**config.mk**
```make
export PLATFORM = sky130hd
export DESIGN_NAME = alu_sequencer
export DESIGN_NICKNAME = d
export VERILOG_FILES = /design/src/rtl/alu_sequencer.sv
export SDC_FILE = /design/constraint.sdc
export NUM_CORES = 1
export LEC_CHECK = 0
export ABC_CLOCK_PERIOD_IN_PS = 6300
export CORE_MARGIN = 2
export CORE_UTILIZATION = 40
export CTS_CLUSTER_DIAMETER = 200
export DETAILED_ROUTE_END_ITERATION = 8
export PLACE_DENSITY = 0.76
export SLEW_MARGIN = 40
export SYNTH_ARGS = -nofsm -noshare
export SYNTH_HDL_FRONTEND = slang
export SYNTH_SLANG_ARGS = --single-unit
```
**constraint.sdc**
```tcl
create_clock -name clk -period 6.3 [get_ports clk]
set_clock_uncertainty 0.05 [all_clocks]
set_input_delay 1.89 -clock clk [delete_from_list [all_inputs] [get_ports clk]]
set_output_delay 1.89 -clock clk [all_outputs]
set_load 0.02 [all_outputs]
```
**src/rtl/alu_sequencer.sv**
```systemverilog
// rtl/alu_sequencer.sv - command sequencer in front of the 20-bit ALU datapath
// Executes program-flow ops locally, forwards ALU ops and owns the {carry,sign,zero} status.
module alu_sequencer #(
    parameter int WIDTH = 20,
    parameter int HALF  = 10,
    parameter int OP_W  = 5
) (
    input  logic             clk,
    input  logic             rst_n,
    input  logic             cmd_valid,
    output logic             cmd_ready,
    input  logic [OP_W-1:0]  cmd_op,
    input  logic             cmd_mode,
    input  logic [WIDTH-1:0] cmd_a,
    input  logic [WIDTH-1:0] cmd_b,
    output logic [OP_W-1:0]  alu_op_o,
    output logic             alu_mode_o,
    output logic [WIDTH-1:0] alu_a_o,
    output logic [WIDTH-1:0] alu_b_o,
    output logic             alu_cin_o,
    input  logic [WIDTH-1:0] alu_res_i,
    input  logic [WIDTH-1:0] alu_res2_i,
    input  logic             alu_zero_i,
    input  logic             alu_sign_i,
    input  logic             alu_carry_i,
    output logic             rsp_valid,
    input  logic             rsp_ready,
    output logic [WIDTH-1:0] rsp_data,
    output logic             rsp_last,
    output logic             rsp_taken,
    output logic [2:0]       status_o,
    output logic             busy,
    output logic             trap
);

    localparam logic [OP_W-1:0] OP_NOP  = OP_W'(1);
    localparam logic [OP_W-1:0] OP_JMP  = OP_W'(2);
    localparam logic [OP_W-1:0] OP_JZ   = OP_W'(3);
    localparam logic [OP_W-1:0] OP_JS   = OP_W'(4);
    localparam logic [OP_W-1:0] OP_JZS  = OP_W'(5);
    localparam logic [OP_W-1:0] OP_LSR  = OP_W'(6);
    localparam logic [OP_W-1:0] OP_XSR  = OP_W'(7);
    localparam logic [OP_W-1:0] OP_NOT  = OP_W'(8);
    localparam logic [OP_W-1:0] OP_SWAP = OP_W'(16);
    localparam logic [OP_W-1:0] OP_ADC  = OP_W'(20);
    localparam logic [OP_W-1:0] OP_SBC  = OP_W'(22);
    localparam logic [OP_W-1:0] OP_LE   = OP_W'(27);
    localparam logic [WIDTH-1:0] HALF_MASK = {{(WIDTH-HALF){1'b0}}, {HALF{1'b1}}};

    typedef enum logic [2:0] {IDLE, EXEC, RESP, RESP2, TRAPPED} state_t;

    state_t           state_q, state_d;
    logic [OP_W-1:0]  op_q, op_d;
    logic [OP_W-1:0]  alu_op_q, alu_op_d;
    logic             alu_mode_q, alu_mode_d;
    logic [WIDTH-1:0] alu_a_q, alu_a_d;
    logic [WIDTH-1:0] alu_b_q, alu_b_d;
    logic             alu_cin_q, alu_cin_d;
    logic [WIDTH-1:0] data_q, data_d;
    logic [WIDTH-1:0] res2_q, res2_d;
    logic             taken_q, taken_d;
    logic [2:0]       status_q, status_d;
    logic             trap_q, trap_d;
    logic [WIDTH-1:0] opnd_mask;

    always_ff @(posedge clk) begin
        if (!rst_n) begin
            state_q    <= IDLE;
            op_q       <= '0;
            alu_op_q   <= '0;
            alu_mode_q <= 1'b0;
            alu_a_q    <= '0;
            alu_b_q    <= '0;
            alu_cin_q  <= 1'b0;
            data_q     <= '0;
            res2_q     <= '0;
            taken_q    <= 1'b0;
            status_q   <= 3'b000;
            trap_q     <= 1'b0;
        end else begin
            state_q    <= state_d;
            op_q       <= op_d;
            alu_op_q   <= alu_op_d;
            alu_mode_q <= alu_mode_d;
            alu_a_q    <= alu_a_d;
            alu_b_q    <= alu_b_d;
            alu_cin_q  <= alu_cin_d;
            data_q     <= data_d;
            res2_q     <= res2_d;
            taken_q    <= taken_d;
            status_q   <= status_d;
            trap_q     <= trap_d;
        end
    end

    assign opnd_mask = cmd_mode ? {WIDTH{1'b1}} : HALF_MASK;

    always_comb begin
        state_d    = state_q;
        op_d       = op_q;
        alu_op_d   = alu_op_q;
        alu_mode_d = alu_mode_q;
        alu_a_d    = alu_a_q;
        alu_b_d    = alu_b_q;
        alu_cin_d  = alu_cin_q;
        data_d     = data_q;
        res2_d     = res2_q;
        taken_d    = taken_q;
        status_d   = status_q;
        trap_d     = trap_q;
        case (state_q)
            IDLE: begin
                if (cmd_valid) begin
                    op_d = cmd_op;
                    if (cmd_op >= OP_NOT && cmd_op <= OP_LE) begin
                        state_d    = EXEC;
                        alu_op_d   = cmd_op;
                        alu_mode_d = cmd_mode;
                        alu_a_d    = cmd_a & opnd_mask;
                        alu_b_d    = cmd_b & opnd_mask;
                        alu_cin_d  = (cmd_op == OP_ADC || cmd_op == OP_SBC) && status_q[2];
                    end else if (cmd_op >= OP_NOP && cmd_op <= OP_XSR) begin
                        // Jump conditions use the status as it stands at accept time.
                        state_d = RESP;
                        data_d  = cmd_a;
                        taken_d = 1'b0;
                        case (cmd_op)
                            OP_NOP: data_d = '0;
                            OP_JMP: taken_d = 1'b1;
                            OP_JZ:  taken_d = status_q[0];
                            OP_JS:  taken_d = status_q[1];
                            OP_JZS: taken_d = status_q[0] | status_q[1];
                            OP_LSR: begin
                                status_d = cmd_a[2:0];
                                data_d   = {{(WIDTH-3){1'b0}}, cmd_a[2:0]};
                            end
                            OP_XSR: begin
                                status_d = status_q ^ cmd_a[2:0];
                                data_d   = {{(WIDTH-3){1'b0}}, status_q ^ cmd_a[2:0]};
                            end
                            default: ;
                        endcase
                    end else begin
                        state_d = TRAPPED;
                        trap_d  = 1'b1;
                    end
                end
            end
            EXEC: begin
                data_d   = alu_res_i;
                res2_d   = alu_res2_i;
                taken_d  = 1'b0;
                status_d = {alu_carry_i, alu_sign_i, alu_zero_i};
                state_d  = RESP;
            end
            RESP: begin
                if (rsp_ready) state_d = (op_q == OP_SWAP) ? RESP2 : IDLE;
            end
            RESP2: begin
                if (rsp_ready) state_d = IDLE;
            end
            default: ;
        endcase
    end

    assign cmd_ready  = (state_q == IDLE);
    assign busy       = (state_q != IDLE);
    assign trap       = trap_q;
    assign status_o   = status_q;
    assign alu_op_o   = alu_op_q;
    assign alu_mode_o = alu_mode_q;
    assign alu_a_o    = alu_a_q;
    assign alu_b_o    = alu_b_q;
    assign alu_cin_o  = alu_cin_q;
    assign rsp_valid  = (state_q == RESP) || (state_q == RESP2);
    assign rsp_data   = (state_q == RESP) ? data_q : (state_q == RESP2) ? res2_q : '0;
    assign rsp_last   = (state_q == RESP) ? (op_q != OP_SWAP) : (state_q == RESP2);
    assign rsp_taken  = (state_q == RESP) && taken_q;

endmodule
```
==> results of run 1 <==
## cell usage after synthesis (all sizes together) (4+ instances only)
cell,instances
nand2,119
dfxtp,100
a21boi,68
nand3,30
nor2,29
buf,26
clkbuf,26
mux2i,25
o21ai,25
a21oi,19
a22oi,17
nor2b,7
a32oi,4
inv,4
nand3b,4
## how the worst max path moves through the flow
stage               startpoint  slack (ps)  cells after the start          end
global route        state_q[0]        1800                      4  rsp_data[0]
CTS                 state_q[0]        1920                      4  rsp_data[0]
detailed placement   cmd_op[4]        1850                      5    data_q[2]
floorplan           state_q[0]        2860                      4         busy
global placement     cmd_op[4]        1770                      5    data_q[1]
finish              state_q[0]        1910                      4  rsp_data[0]
## per-stage QoR
stage               std cells  utilization [%]  hold slack (ps)  setup slack [ps]
floorplan                 552                -              393              2860
global placement          814             55.1              388              1770
detailed placement        814             55.1              397              1850
CTS                       830             58.2              406              1920
global route              830             58.3              427              1800
finish                    830             58.3              404              1910
## cells by family (layout without fill, tap and decap cells)
kind of cell | after synthesis | after routing | share of synthesized area [%]
compound gates | 155 | 155 | 24.2
buf+inv | 56 | 191 | 6.64
flops | 100 | 100 | 42.7
mux | 25 | 25 | 5.33
simple gates | 216 | 216 | 21.2
## routing by layer
metal / vias up / share of wire (%) / track usage [%]
met1: 2057 / 44 / 27.3
met5: - / 0 / 0
met4: 0 / 2.6 / 7.32
met3: 23 / 8.3 / 7.83
li1: 2178 / - / -
met2: 173 / 46 / 34.1
## layout by cell type, fill, tap and decap left out, drive strengths merged, types with 4 or more instances in the layout
cell type	count
mux2i	25
a32oi	4
a21oi	19
nand2	119
nor2b	7
clkdlybuf4s50	167
buf	4
clkbuf	10
nand3	30
a22oi	17
o21ai	25
dfxtp	100
a21boi	68
nand3b	4
inv	4
nor2	29
## registers in the layout, summed over array words and instances (netlist names)
signal	flops
res2_q	20
alu_b_o	20
taken_q	1
alu_op_o	5
alu_mode_o	1
state_q	3
alu_cin_o	1
trap	1
alu_a_o	20
op_q	5
status_o	3
data_q	20
## area by class of cell
cell class / count / area [µm²]
Tap cell: 143 / 179
Clock buffer: 10 / 239
Fill cell: 1054 / 4760
Multi-Input combinational cell: 396 / 2400
Clock inverter: 6 / 111
Sequential cell: 100 / 2000
Inverter: 4 / 15.0
Timing Repair Buffer: 171 / 1700
## critical path, stage by stage (launching register included)
cell,delay (ps)
dfxtp_2,660
buf_4,500
mux2i_1,150
nor2_1,130
clkdlybuf4s50_1,630
## where the power goes
part | internal, mW | leakage, nW | switching [mW] | total, mW
Combinational | 0.238 | 1.36 | 0.297 | 0.535
Sequential | 0.708 | 0.816 | 0.0608 | 0.769
Clock | 0.399 | 0.169 | 0.237 | 0.635
Total | 1.35 | 2.34 | 0.595 | 1.94
==> out/summary.json, run 1 <==
{
  "run_status": {
    "result_of_the_run": "finished, final reports clean"
  },
  "cells_and_area": {
    "diodes": 0,
    "syn_to_final_growth_pct": 41.8,
    "final_design_area_no_fill_um2": 6650,
    "fin_nets": 775,
    "post_route_cells_drive_above_1_share_pct": 6.26
  },
  "cts": {
    "clock_latency_ps": 340,
    "clock_tree.htree_level_count": 3,
    "cts_buffer_depth": 2,
    "cts_tree": "built",
    "clk_pin_slew_worst_paths_ps": 60,
    "clk_root_buffer_cell": "clkbuf_16",
    "cts.repair.resized": 0,
    "clock_sink_count": 100,
    "postCtsSetupBuffers": 0,
    "cts_buffers": 9,
    "cts_hold_buf": 0
  },
  "drt": {
    "drt-wirelength-per-cell_um": 16.5,
    "drt-total-wl_um": 13700,
    "detailroute.via_count": 4431,
    "drt-initial-drc-count": 345,
    "viasPerCell": 5.34,
    "route.detailed.drc": 0,
    "drt-pass1-iter-count": 6,
    "final_antenna_net_count": 0
  },
  "synthesis": {
    "syn_nets": 645,
    "synth.area.top_cells": "dfxtp_1 (43%), nand2_1 (9.5%), a21boi_1 (6.4%)",
    "mappedNetlistArea_um2": 4690,
    "yosysSeqAreaShare_pct": 42.7,
    "number_of_storage_elements_in_the_synthesis_netlist": 100,
    "yosysTopAreaCellShare_pct": 42.7,
    "synthArstFlopShare_pct": 0,
    "synthDistinctLibCells": 53,
    "syn-mean-instance-area_um2": 8.50,
    "cell_accounting_for_the_most_synthesized_area": "dfxtp_1",
    "synth-warning-count": 0,
    "syn_inst": 552,
    "synth-edff-count": 0,
    "synth-main-ff-cell": "dfxtp_1"
  },
  "timing": {
    "setup_viol": 0,
    "timing.final.hold_violations": 0,
    "max_clock_freq_mhz": 228,
    "timing.final.max_slew_violations": 0,
    "rsz0062_at_grt": "no",
    "worst_slew_pin_slew_ps": 740,
    "post-route-min-period_ps": 4390,
    "fin_tns_setup_ps": 0,
    "period_share_pct": 69.7,
    "max-slew-margin-rel_pct": 50.5
  },
  "global_routing": {
    "grt_antenna_before_repair": 0,
    "wire_length_of_the_first_global_routing_pass_um": 22000,
    "grt_util_all_layers_pct": 21.5,
    "maximum_number_of_pins_on_one_net_before_global_route_repair": 56,
    "grt_pass1_vias": 4329,
    "globalRouteOverflowTotal": 0
  },
  "worst_setup_path": {
    "timing.rr.start": "state_q[0]",
    "timing.critical_path.from_type": "register",
    "critical_path.endpoint_type": "primary output",
    "timing.critical_path.fanout_max": 27,
    "worst_r2r_endpoint": "alu_cin_o",
    "worst_ep_arrival_time_ps": 2450,
    "worst-endpoint-required_ps": 4360,
    "worst-r2r-cell-count": 5,
    "r2r_setup_slack_ps": 3630,
    "timing.setup.critical_path_class": "reg2out"
  },
  "place": {
    "portBuffers": 168,
    "place_area_um2": 6300,
    "dp.final_hpwl_um": 9870,
    "final_gp_congestion": 0.892
  },
  "worst_hold_path": {
    "hold_class": "reg2reg",
    "whs_path_depth": 2,
    "timing.hold.worst_endpoint": "alu_b_o[2]",
    "hold_start": "alu_b_o[2]"
  },
  "pwr": {
    "p_leak_nw": 2.34,
    "vdd.ir_drop.worst_uv": 166,
    "power-per-cell-area_nw_per_um2": 292,
    "report.power.total_mw": 1.94
  },
  "floorplanning": {
    "ioPinCount": 169,
    "initial_utilization_pct": 41.1,
    "fp.dieArea_um2": 12600,
    "die_h_um": 112,
    "coreArea_um2": 11400,
    "fp.dieW_um": 112,
    "std_cell_rows": 39
  },
  "flow_run": {
    "maxCapViolations": 0
  }
}
No activity file was read; power rests on OpenSTA's default activity.
==> run 2: changes to the inputs <==
- ABC_CLOCK_PERIOD_IN_PS: 6300 -> 4270
- clock period: 6.3 -> 4.27 ns (I/O delays scaled with it)
==> out/summary.json, run 2 (synthesis results as in run 1) <==
{
  "run_status": {
    "result_of_the_run": {"value": "finished, final reports clean", "change": "unchanged"}
  },
  "worst_setup_path": {
    "timing.critical_path.fanout_max": {"value": 23, "change": "was 27"},
    "timing.setup.critical_path_class": {"value": "reg2out", "change": "unchanged"},
    "cpPeakStageDelay": {"value": 760, "unit": "ps", "change": "was 660 ps"},
    "timing.critical_path.from_type": {"value": "register", "change": "unchanged"},
    "timing.critical_path.slowest_stage_cell": {"value": "dfxtp_2", "change": "unchanged"},
    "crit_path_cell_trace": {"value": "inv_1 -> a31oi_1 -> clkdlybuf4s50_1", "change": "was buf_4 -> mux2i_1 -> nor2_1 -> clkdlybuf4s50_1"},
    "cp-startpoint": {"value": "state_q[0]", "change": "unchanged"},
    "critical_path.endpoint_type": {"value": "primary output", "change": "unchanged"},
    "worst-endpoint-required": {"value": 2940, "unit": "ps", "change": "was 4360 ps"},
    "worst_ep_arrival_time": {"value": 2360, "unit": "ps", "change": "was 2450 ps"},
    "timing.rr.start": {"value": "state_q[0]", "change": "unchanged"}
  },
  "floorplanning": {
    "ioPinCount": {"value": 169, "change": "unchanged"},
    "fp.dieW": {"value": 112, "unit": "µm", "change": "unchanged"},
    "coreArea": {"value": 11400, "unit": "µm²", "change": "unchanged"},
    "die_h": {"value": 112, "unit": "µm", "change": "unchanged"},
    "std_cell_rows": {"value": 39, "change": "unchanged"},
    "fp.dieArea": {"value": 12600, "unit": "µm²", "change": "unchanged"},
    "initial_utilization": {"value": 41.1, "unit": "%", "change": "unchanged"}
  },
  "timing": {
    "setup_viol": {"value": 0, "change": "unchanged"},
    "period_share_pct": 86.5,
    "rsz0062_at_grt": {"value": "no", "change": "unchanged"},
    "post-route-min-period_ps": 3690,
    "timing.final.max_slew_violations": {"value": 0, "change": "unchanged"},
    "max_clock_freq_mhz": 271,
    "max-slew-margin-rel": {"value": 50.5, "unit": "%", "change": "about the same"},
    "fin_tns_setup": {"value": 0, "unit": "ps", "change": "unchanged"},
    "timing.final.hold_violations": {"value": 0, "change": "unchanged"},
    "worst_slew_pin_slew": {"value": 740, "unit": "ps", "change": "about the same"}
  },
  "global_routing": {
    "maximum_number_of_pins_on_one_net_before_global_route_repair": {"value": 76, "change": "was 56"},
    "grt_util_all_layers": {"value": 22.2, "unit": "%", "change": "was 21.5%"},
    "grt_pass1_vias": {"value": 4364, "change": "was 4,329"},
    "globalRouteOverflowTotal": {"value": 0, "change": "unchanged"},
    "grt_antenna_before_repair": {"value": 0, "change": "unchanged"},
    "wire_length_of_the_first_global_routing_pass": {"value": 22700, "unit": "µm", "change": "was 22,000 µm"}
  },
  "cts": {
    "clock_sink_count": {"value": 100, "change": "unchanged"},
    "clock_latency": {"value": 340, "unit": "ps", "change": "about the same"},
    "cts_buffers": {"value": 9, "change": "unchanged"},
    "clk_pin_slew_worst_paths": {"value": 70, "unit": "ps", "change": "was 60 ps"},
    "cts_tree": {"value": "built", "change": "unchanged"},
    "clk_root_buffer_cell": {"value": "clkbuf_16", "change": "unchanged"},
    "postCtsSetupBuffers": {"value": 0, "change": "unchanged"},
    "cts_hold_buf": {"value": 0, "change": "unchanged"},
    "clock_tree.htree_level_count": {"value": 3, "change": "unchanged"},
    "cts_buffer_depth": {"value": 2, "change": "unchanged"},
    "cts.repair.resized": {"value": 0, "change": "unchanged"}
  },
  "cells_and_area": {
    "final_design_area_no_fill": {"value": 6670, "unit": "µm²", "change": "was 6650 µm²"},
    "layout.cells.most_common": {"value": "clkdlybuf4s50_1", "change": "unchanged"},
    "final_cells": {"value": 836, "change": "was 830"},
    "fin_nets": {"value": 782, "change": "was 775"},
    "num-fill-cells": {"value": 1011, "change": "was 1,054"},
    "diodes": {"value": 0, "change": "unchanged"},
    "syn_to_final_growth": {"value": 42.1, "unit": "%", "change": "was 41.8%"},
    "mostFrequentLayoutCells": {"value": "clkdlybuf4s50_1 (167), nand2_1 (119), dfxtp_1 (99)", "change": "unchanged"},
    "post_route_cells_drive_above_1_share": {"value": 6.78, "unit": "%", "change": "was 6.26%"}
  },
  "place": {
    "dp.cells": {"value": 821, "change": "was 814"},
    "final_gp_congestion": {"value": 0.863, "change": "was 0.892"},
    "place_area": {"value": 6360, "unit": "µm²", "change": "was 6300 µm²"},
    "dp.final_hpwl": {"value": 9960, "unit": "µm", "change": "was 9870 µm"},
    "portBuffers": {"value": 168, "change": "unchanged"}
  },
  "drt": {
    "final_antenna_net_count": {"value": 0, "change": "unchanged"},
    "route.detailed.drc": {"value": 0, "change": "unchanged"},
    "detailroute.via_count": {"value": 4478, "change": "was 4,431"},
    "drt-wirelength-per-cell": {"value": 16.7, "unit": "µm", "change": "was 16.5 µm"},
    "drt-total-wl": {"value": 13900, "unit": "µm", "change": "was 13,700 µm"},
    "drt-pass1-iter-count": {"value": 4, "change": "was 6"},
    "drt-initial-drc-count": {"value": 432, "change": "was 345"},
    "viasPerCell": {"value": 5.36, "change": "was 5.34"}
  },
  "worst_hold_path": {
    "hold_class": {"value": "reg2reg", "change": "unchanged"},
    "hold_start": {"value": "alu_a_o[17]", "change": "was alu_b_o[2]"}
  },
  "pwr": {
    "report.power.total": {"value": 2.77, "unit": "mW", "change": "was 1.94 mW"},
    "vdd.ir_drop.worst": {"value": 277, "unit": "µV", "change": "was 166 µV"},
    "power-per-cell-area": {"value": 416, "unit": "nW/µm²", "change": "was 292 nW/µm²"},
    "p_leak": {"value": 2.38, "unit": "nW", "change": "was 2.34 nW"}
  },
  "flow_run": {
    "maxCapViolations": {"value": 0, "change": "unchanged"}
  }
}
[run 2: per-stage QoR]
| step | hold slack, ps | util, % | setup WS (ps) |
|---|---|---|---|
| floorplan | 393 | - | 1440 |
| global placement | 388 | 55.7 | 756 |
| detailed placement | 392 | 55.7 | 671 |
| CTS | 402 | 58.4 | 539 |
| global route | 423 | 58.4 | 427 |
| finish | 398 | 58.4 | 578 |
[run 2: routing by layer]
layer,vias to the layer above,track usage [%],part of all wire (%)
li1,2192,-,-
met1,2107,29.1,45
met2,155,34.1,45
met3,24,7.78,7.4
met4,0,7.72,2.4
met5,-,0,0
[run 2: area by class of cell]
type                    count  area [µm²]  area share [%]
inverters                   4        15.0           0.225
repair buffers            178        1780            26.7
flip-flops and latches    100        2000            30.0
well taps                 143         179            2.68
clock buffers              11         253            3.79
clock inverters             4        48.8           0.732
multi-input cells         396        2390            35.9
[run 2: worst paths after layout]
path / end / slack (ps) / depth (start not counted)
worst max register to register: data_q[13] / 1410 / 5
worst max-delay path: rsp_last / 580 / 3
worst min-delay path: alu_a_o[17] / 400 / 2
worst min register to register: alu_a_o[17] / 400 / 2
[run 2: critical path: cells and delay by family, from the launching register on]
kind | cells | cell delay, ps
compound gates | 1 | 290
buf+inv | 2 | 960
flops | 1 | 760
[run 2: where the power goes]
part	total (mW)	internal (mW)	switching, mW	leakage (nW)
Sequential	1.14	1.05	0.0994	0.816
Combinational	0.801	0.367	0.434	1.41
Clock	0.826	0.482	0.344	0.151
